<file path="config.mk">
export PLATFORM = sky130hd
export DESIGN_NAME = pio_pti_flat
export DESIGN_NICKNAME = d
export VERILOG_FILES = /design/src/rtl/pio_pti_if.sv /design/src/rtl/pio_pti.sv /design/src/flat_wrapper.sv
export SDC_FILE = /design/constraint.sdc
export NUM_CORES = 1
export LEC_CHECK = 0
export ABC_AREA = 1
export CORE_ASPECT_RATIO = 1.1
export CORE_UTILIZATION = 30
export DETAILED_ROUTE_END_ITERATION = 10
export GPL_TIMING_DRIVEN = 0
export PLACE_DENSITY = 0.57
export SLEW_MARGIN = 5
export SYNTH_ARGS = -nofsm -noshare
export SYNTH_HDL_FRONTEND = slang
export SYNTH_SLANG_ARGS = --single-unit
export TNS_END_PERCENT = 50
</file>
<file path="constraint.sdc">
create_clock -name clk -period 4.09 [get_ports clk]
set_input_delay 0.409 -clock clk [delete_from_list [all_inputs] [get_ports clk]]
set_output_delay 0.409 -clock clk [all_outputs]
set_load 0.03 [all_outputs]
</file>
<file path="src/rtl/pio_pti_if.sv">
// pio_pti_if: Avalon-MM slave bus bundle for the pulse-train input capture block.
interface pio_pti_if;
  logic [7:0]  address;
  logic        chipselect;
  logic        write;
  logic        read;
  logic [31:0] writedata;
  logic [31:0] readdata;

  modport master (
    output address, chipselect, write, read, writedata,
    input  readdata
  );

  modport slave (
    input  address, chipselect, write, read, writedata,
    output readdata
  );
endinterface

</file>
<file path="src/rtl/pio_pti.sv">
// pio_pti: pulse-train input capture. Counts step/dir pulses into a signed
// position, tracks total pulses and the last pulse period in microseconds,
// and flags stall / target-reached. Define PTI_QUAD_DECODE_EN to treat
// pulse_in/dir_in as quadrature A/B with x4 decoding instead of step/dir.
module pio_pti #(
  parameter int unsigned CLK_PER_US = 50,
  parameter int unsigned FILTER_LEN = 4
) (
  input  logic     clk,
  input  logic     reset_n,
  pio_pti_if.slave bus,
  output logic     irq,
  input  logic     pulse_in,
  input  logic     dir_in
);
  localparam int unsigned PW = $clog2(CLK_PER_US);
  localparam int unsigned FW = 4;
`ifdef PTI_QUAD_DECODE_EN
  localparam int unsigned QW = 2;
`else
  localparam int unsigned QW = 1;
`endif
  localparam logic [7:0] A_CTRL    = 8'd0;
  localparam logic [7:0] A_STATUS  = 8'd1;
  localparam logic [7:0] A_POS     = 8'd2;
  localparam logic [7:0] A_PERIOD  = 8'd3;
  localparam logic [7:0] A_TARGET  = 8'd4;
  localparam logic [7:0] A_TIMEOUT = 8'd5;
  localparam logic [7:0] A_TOTAL   = 8'd6;

  typedef enum logic [1:0] {IDLE, WAIT_FIRST, MEASURE, STALLED} state_t;
  state_t state;

  // index 0 = pulse_in (A), index 1 = dir_in (B)
  logic [1:0]    sync1, sync2, flt;
  logic [FW-1:0] fcnt [2];
  logic [QW-1:0] flt_q;

  logic          ctrl_en, ctrl_irq_en;
  logic [31:0]   position, period_us, target, timeout_us, pulse_total, edge_cnt;
  logic          target_hit, period_valid, stalled, overflow, quad_err;
  logic [PW-1:0] presc;

  logic          wr_c, rd_c, wr_ctrl_c, wr_stat_c, wr_pos_c, clr_c;
  logic          step_c, up_c, qerr_c, step_ok_c, qerr_ok_c, us_tick_c, ovf_c;
  logic [4:0]    w1c_c;
  logic [31:0]   pos_step_c, edge_inc_c, rd_mux_c;

  assign wr_c       = bus.chipselect & bus.write;
  assign rd_c       = bus.chipselect & bus.read & ~bus.write;
  assign wr_ctrl_c  = wr_c & (bus.address == A_CTRL);
  assign wr_stat_c  = wr_c & (bus.address == A_STATUS);
  assign wr_pos_c   = wr_c & (bus.address == A_POS);
  assign clr_c      = wr_ctrl_c & bus.writedata[1];
  assign w1c_c      = wr_stat_c ? bus.writedata[4:0] : 5'd0;

`ifdef PTI_QUAD_DECODE_EN
  // x4 decode: exactly one channel changing is a count, both changing is illegal
  assign step_c = (flt[0] ^ flt_q[0]) ^ (flt[1] ^ flt_q[1]);
  assign up_c   = (flt[0] ^ flt_q[0]) ? (flt[0] != flt[1]) : (flt[1] == flt[0]);
  assign qerr_c = (flt[0] ^ flt_q[0]) & (flt[1] ^ flt_q[1]);
`else
  // step/dir: rising edge of filtered pulse, direction from filtered dir
  assign step_c = flt[0] & ~flt_q[0];
  assign up_c   = flt[1];
  assign qerr_c = 1'b0;
`endif

  assign step_ok_c  = step_c & ctrl_en & ~wr_pos_c & ~clr_c;
  assign qerr_ok_c  = qerr_c & ctrl_en & ~clr_c;
  assign pos_step_c = up_c ? position + 32'd1 : position - 32'd1;
  assign ovf_c      = up_c ? (position == 32'h7FFF_FFFF) : (position == 32'h8000_0000);
  assign us_tick_c  = ctrl_en & (presc == PW'(CLK_PER_US - 1));
  assign edge_inc_c = (us_tick_c && edge_cnt != '1) ? edge_cnt + 32'd1 : edge_cnt;

  // Register read mux
  always_comb begin
    rd_mux_c = '0;
    case (bus.address)
      A_CTRL:    rd_mux_c = {29'd0, ctrl_irq_en, 1'b0, ctrl_en};
      A_STATUS:  rd_mux_c = {27'd0, quad_err, overflow, stalled, period_valid, target_hit};
      A_POS:     rd_mux_c = position;
      A_PERIOD:  rd_mux_c = period_us;
      A_TARGET:  rd_mux_c = target;
      A_TIMEOUT: rd_mux_c = timeout_us;
      A_TOTAL:   rd_mux_c = pulse_total;
      default:   rd_mux_c = '0;
    endcase
  end

  // Two-flop synchronizers and previous filtered level for edge detection
  always_ff @(posedge clk or negedge reset_n) begin
    if (!reset_n) begin
      sync1 <= '0;
      sync2 <= '0;
      flt_q <= '0;
    end else begin
      sync1 <= {dir_in, pulse_in};
      sync2 <= sync1;
      flt_q <= flt[QW-1:0];
    end
  end

  // Glitch filter: accept a level only after FILTER_LEN stable samples
  always_ff @(posedge clk or negedge reset_n) begin
    if (!reset_n) begin
      flt     <= '0;
      fcnt[0] <= '0;
      fcnt[1] <= '0;
    end else begin
      for (int i = 0; i < 2; i++) begin
        if (sync2[i] == flt[i]) begin
          fcnt[i] <= '0;
        end else if (fcnt[i] == FW'(FILTER_LEN - 1)) begin
          fcnt[i] <= '0;
          flt[i]  <= sync2[i];
        end else begin
          fcnt[i] <= fcnt[i] + FW'(1);
        end
      end
    end
  end

  // Control, counters, sticky status, interrupt and bus read data
  always_ff @(posedge clk or negedge reset_n) begin
    if (!reset_n) begin
      ctrl_en      <= 1'b0;
      ctrl_irq_en  <= 1'b0;
      target       <= '0;
      timeout_us   <= '0;
      position     <= '0;
      pulse_total  <= '0;
      target_hit   <= 1'b0;
      overflow     <= 1'b0;
      quad_err     <= 1'b0;
      irq          <= 1'b0;
      bus.readdata <= '0;
    end else begin
      if (wr_ctrl_c) begin
        ctrl_en     <= bus.writedata[0];
        ctrl_irq_en <= bus.writedata[2];
      end
      if (wr_c && bus.address == A_TARGET)  target     <= bus.writedata;
      if (wr_c && bus.address == A_TIMEOUT) timeout_us <= bus.writedata;
      if (clr_c) begin
        position    <= '0;
        pulse_total <= '0;
        target_hit  <= 1'b0;
        overflow    <= 1'b0;
        quad_err    <= 1'b0;
      end else begin
        if (wr_pos_c)       position <= bus.writedata;
        else if (step_ok_c) position <= pos_step_c;
        if (step_ok_c && pulse_total != '1) pulse_total <= pulse_total + 32'd1;
        if (step_ok_c && pos_step_c == target) target_hit <= 1'b1;
        else if (w1c_c[0])                     target_hit <= 1'b0;
        if (step_ok_c && ovf_c) overflow <= 1'b1;
        else if (w1c_c[3])      overflow <= 1'b0;
        if (qerr_ok_c)          quad_err <= 1'b1;
        else if (w1c_c[4])      quad_err <= 1'b0;
      end
      irq          <= ctrl_irq_en & (target_hit | stalled);
      bus.readdata <= rd_c ? rd_mux_c : '0;
    end
  end

  // Microsecond prescaler and period/stall FSM
  always_ff @(posedge clk or negedge reset_n) begin
    if (!reset_n) begin
      presc        <= '0;
      state        <= IDLE;
      edge_cnt     <= '0;
      period_us    <= '0;
      period_valid <= 1'b0;
      stalled      <= 1'b0;
    end else begin
      presc <= (!ctrl_en || us_tick_c) ? '0 : presc + PW'(1);
      if (clr_c) begin
        period_us    <= '0;
        period_valid <= 1'b0;
        stalled      <= 1'b0;
        edge_cnt     <= '0;
        state        <= bus.writedata[0] ? WAIT_FIRST : IDLE;
      end else begin
        if (w1c_c[2]) stalled <= 1'b0;
        case (state)
          IDLE: begin
            edge_cnt     <= '0;
            period_valid <= 1'b0;
            if (ctrl_en) state <= WAIT_FIRST;
          end
          WAIT_FIRST: begin
            edge_cnt <= '0;
            if (step_ok_c) state <= MEASURE;
          end
          MEASURE: begin
            if (step_ok_c) begin
              period_us    <= edge_inc_c;
              period_valid <= 1'b1;
              edge_cnt     <= '0;
            end else begin
              edge_cnt <= edge_inc_c;
              if (timeout_us != '0 && edge_inc_c >= timeout_us) begin
                state        <= STALLED;
                stalled      <= 1'b1;
                period_valid <= 1'b0;
              end
            end
          end
          STALLED: begin
            if (step_ok_c) begin
              state    <= MEASURE;
              edge_cnt <= '0;
            end else begin
              edge_cnt <= edge_inc_c;
            end
          end
          default: state <= IDLE;
        endcase
        if (!ctrl_en) begin
          state        <= IDLE;
          period_valid <= 1'b0;
          edge_cnt     <= '0;
        end
      end
    end
  end
endmodule

</file>
<file path="src/flat_wrapper.sv">
// flat-port wrapper written by rule: the top's interface ports become plain ports
module pio_pti_flat 
#(
  parameter int unsigned CLK_PER_US = 50,
  parameter int unsigned FILTER_LEN = 4
)
  (clk, reset_n, irq, pulse_in, dir_in, bus_address, bus_chipselect, bus_write, bus_read, bus_writedata, bus_readdata);
  pio_pti_if bus_i ();
  input  logic clk;
  input  logic reset_n;
  output logic irq;
  input  logic pulse_in;
  input  logic dir_in;
  input wire logic [$bits(bus_i.address)-1:0] bus_address;
  input wire logic [$bits(bus_i.chipselect)-1:0] bus_chipselect;
  input wire logic [$bits(bus_i.write)-1:0] bus_write;
  input wire logic [$bits(bus_i.read)-1:0] bus_read;
  input wire logic [$bits(bus_i.writedata)-1:0] bus_writedata;
  output wire logic [$bits(bus_i.readdata)-1:0] bus_readdata;
  assign bus_i.address = bus_address;
  assign bus_i.chipselect = bus_chipselect;
  assign bus_i.write = bus_write;
  assign bus_i.read = bus_read;
  assign bus_i.writedata = bus_writedata;
  assign bus_readdata = bus_i.readdata;
  pio_pti #(.CLK_PER_US(CLK_PER_US), .FILTER_LEN(FILTER_LEN)) u_core (.clk(clk), .reset_n(reset_n), .bus(bus_i), .irq(irq), .pulse_in(pulse_in), .dir_in(dir_in));
endmodule
</file>
Word level (Yosys, flattened, before mapping)
Index checks and enable logic that the tools add are counted.
{ "totals": {"ff_bits": 255, "in_bits": 47, "output_inout_bits": 33} }
{ "op_classes": {"n_addsub": 7, "magnitude_cmp": 1, "n_eq_ne": 24, "muxes": 48, "bitwise_logic": 20, "reduce_logical": 27} }
{ "ops": {"columns": ["op", "n"], "rows": [
  ["2-to-1 mux 32 bit", 14],
  ["case mux 32 bit (7 select lines)", 1],
  ["adder 32 x 1 -> 32 bit, second input constant", 3],
  ["inequality test 32 bit, second input constant", 2],
  ["case mux 32 bit (2 select lines)", 1],
  ["== test 32 x 31 -> 1 bit, second input constant", 1],
  ["== test 32 bit", 1],
  ["== test 32 bit, second input constant", 1],
  ["greater-or-equal comparator 32 bit", 1],
  ["nonzero test 32 bit", 1],
  ["subtractor 32 x 1 -> 32 bit, second input constant", 1],
  ["== test 8 x 3 -> 1 bit, second input constant", 3],
  ["2-to-1 mux 1 bit", 19],
  ["== test 8 x 2 -> 1 bit, second input constant", 2],
  ["2-to-1 mux 4 bit", 4],
  ["inequality test 4 bit, second input constant", 4],
  ["AND 1 bit", 13],
  ["2-to-1 mux 2 bit", 5],
  ["nonzero test 3 bit", 3],
  ["adder 4 x 1 -> 4 bit, second input constant", 2],
  ["== test 4 x 2 -> 1 bit, second input constant", 2],
  ["== test 8 x 1 -> 1 bit, second input constant", 1],
  ["logical NOT 8 bit", 1],
  ["AND reduction 2 bit", 4],
  ["19 further kinds", 37]
]} }

Longest topological paths before layout
Gate-level depths: netlist (run 1).
{ "logic_depth": {"depth_word": 11, "depth_mapped": 26, "ltp_nobuf": 26} }

Worst setup path after synthesis (run 1)
No wires, ideal clock.
{ "synth_timing": {"path_type": "flip-flop to flip-flop", "start": "register u_core.edge_cnt[0]", "end": "register u_core.period_valid", "setup_time_ns": 0.121, "t_arrival_ns": 2.959, "slack_ns": 1.010, "stages_incl_launch_ff": 24, "n_path_buf": 1, "cell_sequence": "dfrtp_1 > ha_1 > nand2_1 > nor2_4 > nand4_4 > nor4_4 > nand2_1 > nand2_2 > inv_2 > buf_2 > o21ai_0 > inv_1 > ha_1 > nand2_1 > nor2_1 > nand2_1 > nor4_1 > nand4_1 > nand3_1 > nand2_1 > nand2_1 > o21ai_0 > nand2_1 > nand2_1"} }
{ "synth_via": {"elab_chain_len": 7, "elab_cells_between_ends": 8, "cone_classes": "add/sub: 1; order compare: 1; eq/ne: 2; mux: 1; reduce/logical: 3"} }
{ "synth_lines": {"columns": ["item", "line", "rtl"], "rows": [
  ["start: declaration", "pio_pti.sv:40", "logic [31:0] position, period_us, target, timeout_us, pulse_total, edge_cnt;"],
  ["start signal: assignment", "pio_pti.sv:202", "edge_cnt <= edge_inc_c;"],
  ["start signal: assignment", "pio_pti.sv:215", "edge_cnt <= edge_inc_c;"],
  ["branches (longest 2 deep; another with adder 32 x 1 -> 32 bit)", null, null],
  ["2-to-1 mux 32 bit *", "pio_pti.sv:74", "assign edge_inc_c = (us_tick_c && edge_cnt != '1) ? edge_cnt + 32'd1 : edge_cnt;"],
  ["greater-or-equal comparator 32 bit *", "pio_pti.sv:203", "if (timeout_us != '0 && edge_inc_c >= timeout_us) begin"],
  ["logical AND 1 bit *", "pio_pti.sv:203", null],
  ["inequality test 5 bit (no source line) *", null, null],
  ["AND reduction 2 bit (no source line) *", null, null],
  ["end signal: assignment", "pio_pti.sv:199", "period_valid <= 1'b1;"],
  ["end signal: assignment", "pio_pti.sv:206", "period_valid <= 1'b0;"],
  ["end signal: assignment", "pio_pti.sv:222", "period_valid <= 1'b0;"],
  ["end: declaration", "pio_pti.sv:41", "logic target_hit, period_valid, stalled, overflow, quad_err;"]
]} }
Every way passes the cells marked *.
A chain may end at the register's enable or synchronous reset.

Worst setup path in the final report (run 1)
{ "layout_timing": {"start": "register u_core.edge_cnt[15]", "end": "register u_core.period_valid"} }
Same word-level chain as after synthesis.

==> out/qor.yml, run 1 <==
cp_common_cell: "nand2_1"
hp-class: "input port to register"
grt_usage: 0.208
r2r_setup_slack_ns: 0.20
power.switching_mw: 4.10
initial_core_util: 0.306
grt_max_degree: 92
async_reset_ff_frac: 1.00
synth_nets: 2344
leakagePower_nw: 9.60
status: "completed"
synth_top_family_by_area: "simple AND/OR/NAND/NOR gates"
ys_seq_area_frac: 0.393
hold_violations: 0
gp_congestion: 0.927
slew_headroom: 0.310
critical_path_class: "register to register"
synth_area_leader_cell: "dfrtp_1"
firstDrtPassIters: 5
tightest_slew_ns: 1.03
fin_crit_sh: 0.952
rsz0062_at_grt: "yes"
grt_overflow: 0
synth_edf_count: 0
fin_nets: 2459
syn_avg_cell_area_sq_um: 7.26
cts_inserted_buffers: 30
powerDensity_nw_per_um2: 527
core_sq_um: 52900
cp_max_fo: 5
grt_pass1_wl_um: 87200
critPathCaptureType: "register"
slew_viol_final: 0
yosysWarnings: 0
clkLatencyLatePin_ns: 0.59
p_comb_frac: 0.411
p_total_mw: 10.0
wire_per_inst_um: 18.7
path_clk_slew_ns: 0.06
synthSimpleGateAreaFrac: 0.259
dp.final_hpwl_um: 46200
via_per_inst: 4.95
cts_sinks: 254
synthAdderAreaFrac: 0.0539
seqPwrFrac: 0.292
layout-drive-gt1-share: 0.0638
yosysMostFrequentCell: "nand2_1"
synthCells: 2228
setup_viol: 0
max-vdd-ir-drop_mv: 0.232
skew_ns: 0.0265
crit_path_start_kind: "register"
dieArea_sq_um: 54800
post-route-drc-count: 0
reg2reg_depth: 21
finalWirelength_um: 57100
period_minus_slack_ns: 3.89
synth-xor-area-share: 0.0305
dp_slack_ns: -0.120
synthMuxAreaShare: 0
worstPathArrival_ns: 4.41
cts_setup_buffers: 0
crit_path_top_delay_cell: "dfrtp_1"
finalSetupTns_ns: 0
synth_compound_area_frac: 0.145
io_buffer_count: 79
ys_types: 67
setup_ws_ns: 0.195
ctsHtreeMaxLevel: 1
max_freq_mhz: 257
crit_chain: "inv_1 > nor3_2 > nor3b_1 > nand3_1 > nor3_2 > xnor2_1 > nand2_1 > o21ai_1 > inv_1 > ha_1 > a21oi_1 > o21ai_0 > nand2_1 > o211ai_1 > a31oi_1 > nand3_1 > nand2_1 > nand2_1 > o21ai_0 > nand2_1 > nand2_1"
grt_antenna_before_repair: 0
hold_depth: 1
hold_ws_ns: 0.265
ant_nets: 0
first_iter_violations: 1146
die_y_um: 245
synth_top_area_frac: 0.393
num_io_pins: 80
synth_flop_cell: "dfrtp_1"
syn-cell-area_sq_um: 16200
fill_cells: 5584
drv_cap: 0
crit_required_ns: 4.61
cts_tree: "done"
swShare: 0.410
num_rows: 88
die-width_um: 223
ys_ff_latch: 254
clockBufferDepth: 3
intPower_mw: 5.90
grt_pass1_vias: 15108
slowest_delay_ns: 0.41
clockPowerShare: 0.297
fin_util: 0.359
routed-via-count: 15063
synth.area.top_cells: "dfrtp_1, nand2_1, inv_1, ha_1, nor2_1"
yosys-top-cells-count: "nand2_1, inv_1, dfrtp_1"
area_delta_synth_final_pct: 17.4
ctsRootBufferMaster: "clkbuf_16"
==> flip-flops by register name, indices dropped and copies added (netlist names), 8 cells and up <==
| signal | flops |
|---|---|
| u_core.edge_cnt | 32 |
| u_core.fcnt | 8 |
| u_core.pulse_total | 32 |
| u_core.target | 32 |
| u_core.timeout_us | 32 |
| u_core.bus.readdata | 32 |
| u_core.period_us | 32 |
| u_core.position | 32 |
==> cell families (layout without fill, tap and decap cells) <==
logic type / Yosys count / in the layout
flops: 254 / 254
other cells: 0 / 1
fa+ha+maj: 69 / 69
simple gates: 957 / 957
xor+xnor: 49 / 49
buf+inv: 497 / 636
compound gates: 402 / 402
==> area by class of cell <==
type / instances / area [sq um] / area share
Inverter: 438 / 1650 / 0.0868
Timing Repair inverter: 1 / 7.51 / 0.000395
Antenna cell: 1 / 2.50 / 0.000132
Timing Repair Buffer: 82 / 861 / 0.0453
Buffer: 59 / 273 / 0.0144
Clock buffer: 35 / 790 / 0.0416
Tap cell: 675 / 845 / 0.0445
Multi-Input combinational cell: 1477 / 7910 / 0.417
Clock inverter: 21 / 295 / 0.0156
Sequential cell: 254 / 6360 / 0.335
==> per-stage QoR <==
step                area [sq um]  instances
finish                     19000       3043
detailed placement         17900       2984
floorplan                  16200       2228
global placement           17800       2982
CTS                        19000       3041
global route               19000       3042
==> path summary, 6_finish.rpt <==
kind	endpoint	startpoint
setup / recovery	u_core.period_valid	u_core.edge_cnt[15]
hold / removal	u_core.sync1[0]	pulse_in
setup reg to reg	u_core.period_valid	u_core.edge_cnt[15]
hold reg to reg	u_core.sync2[0]	u_core.sync1[0]
max in group asynchronous	u_core.fcnt[1]	reset_n
min in group asynchronous	u_core.edge_cnt[27]	reset_n
==> power groups by stage <==
| stage | Combinational, mW | Clock, mW | Sequential [mW] |
|---|---|---|---|
| 4_1_cts | 4.06 | 3.02 | 2.90 |
| 2_1_floorplan | 2.99 | 0 | 2.88 |
| 3_3_place_gp | 3.98 | 0 | 2.95 |
| 5_1_grt | 4.66 | 3.12 | 2.94 |
| 3_5_place_dp | 4.03 | 0 | 2.95 |
| 6_report | 4.11 | 2.97 | 2.92 |
==> critical path: cells and delay by family (launching register included) <==
kind            cells  cell delay, ns
flops               1            0.41
fa+ha+maj           1            0.30
simple gates       11            1.76
buf+inv             2            0.17
compound gates      6            1.00
xor+xnor            1            0.17
==> repair_timing <==
| action | CTS | global route |
|---|---|---|
| hold endpoints to repair | 75 | 0 |
| hold buffers | 1 | 0 |
| endpoints found under the setup margin | 3 | 4 |
| gates cloned | 0 | 1 |
| gates resized for setup | 1 | 9 |
| pin swaps | 0 | 0 |
==> layout by cell type, fill, tap and decap left out, types with 33 or more instances in the layout <==
cell / synthesis / final
nand2_1: 520 / 520
inv_1: 422 / 421
dfrtp_1: 254 / 254
nor2_1: 201 / 201
o21ai_0: 122 / 119
o22ai_1: 118 / 118
nand3_1: 111 / 111
a21oi_1: 83 / 83
clkdlybuf4s50_1: 0 / 78
ha_1: 68 / 68
clkbuf_1: 31 / 33
==> layer usage <==
metal	track usage	wire [um]	share of wire	vias to the layer above
met3	0.0217	2730	0.048	112
met1	0.258	24200	0.42	7112
met5	0	0	0	-
li1	-	-	-	7436
met4	0.0862	2600	0.046	0
met2	0.368	27500	0.48	403
Note: power is estimated with default switching activity, not from simulation.
==> run 2, diff against run 1 <==
--- a/config.mk
+++ b/config.mk
@@ -6,6 +6,7 @@
 export NUM_CORES = 1
 export LEC_CHECK = 0
 export ABC_AREA = 1
+export CAP_MARGIN = 5
 export CORE_ASPECT_RATIO = 1.1
 export CORE_UTILIZATION = 30
 export DETAILED_ROUTE_END_ITERATION = 10
==> results of run 2 <==
The final DEF is identical to that of run 1; final timing and power are the same.
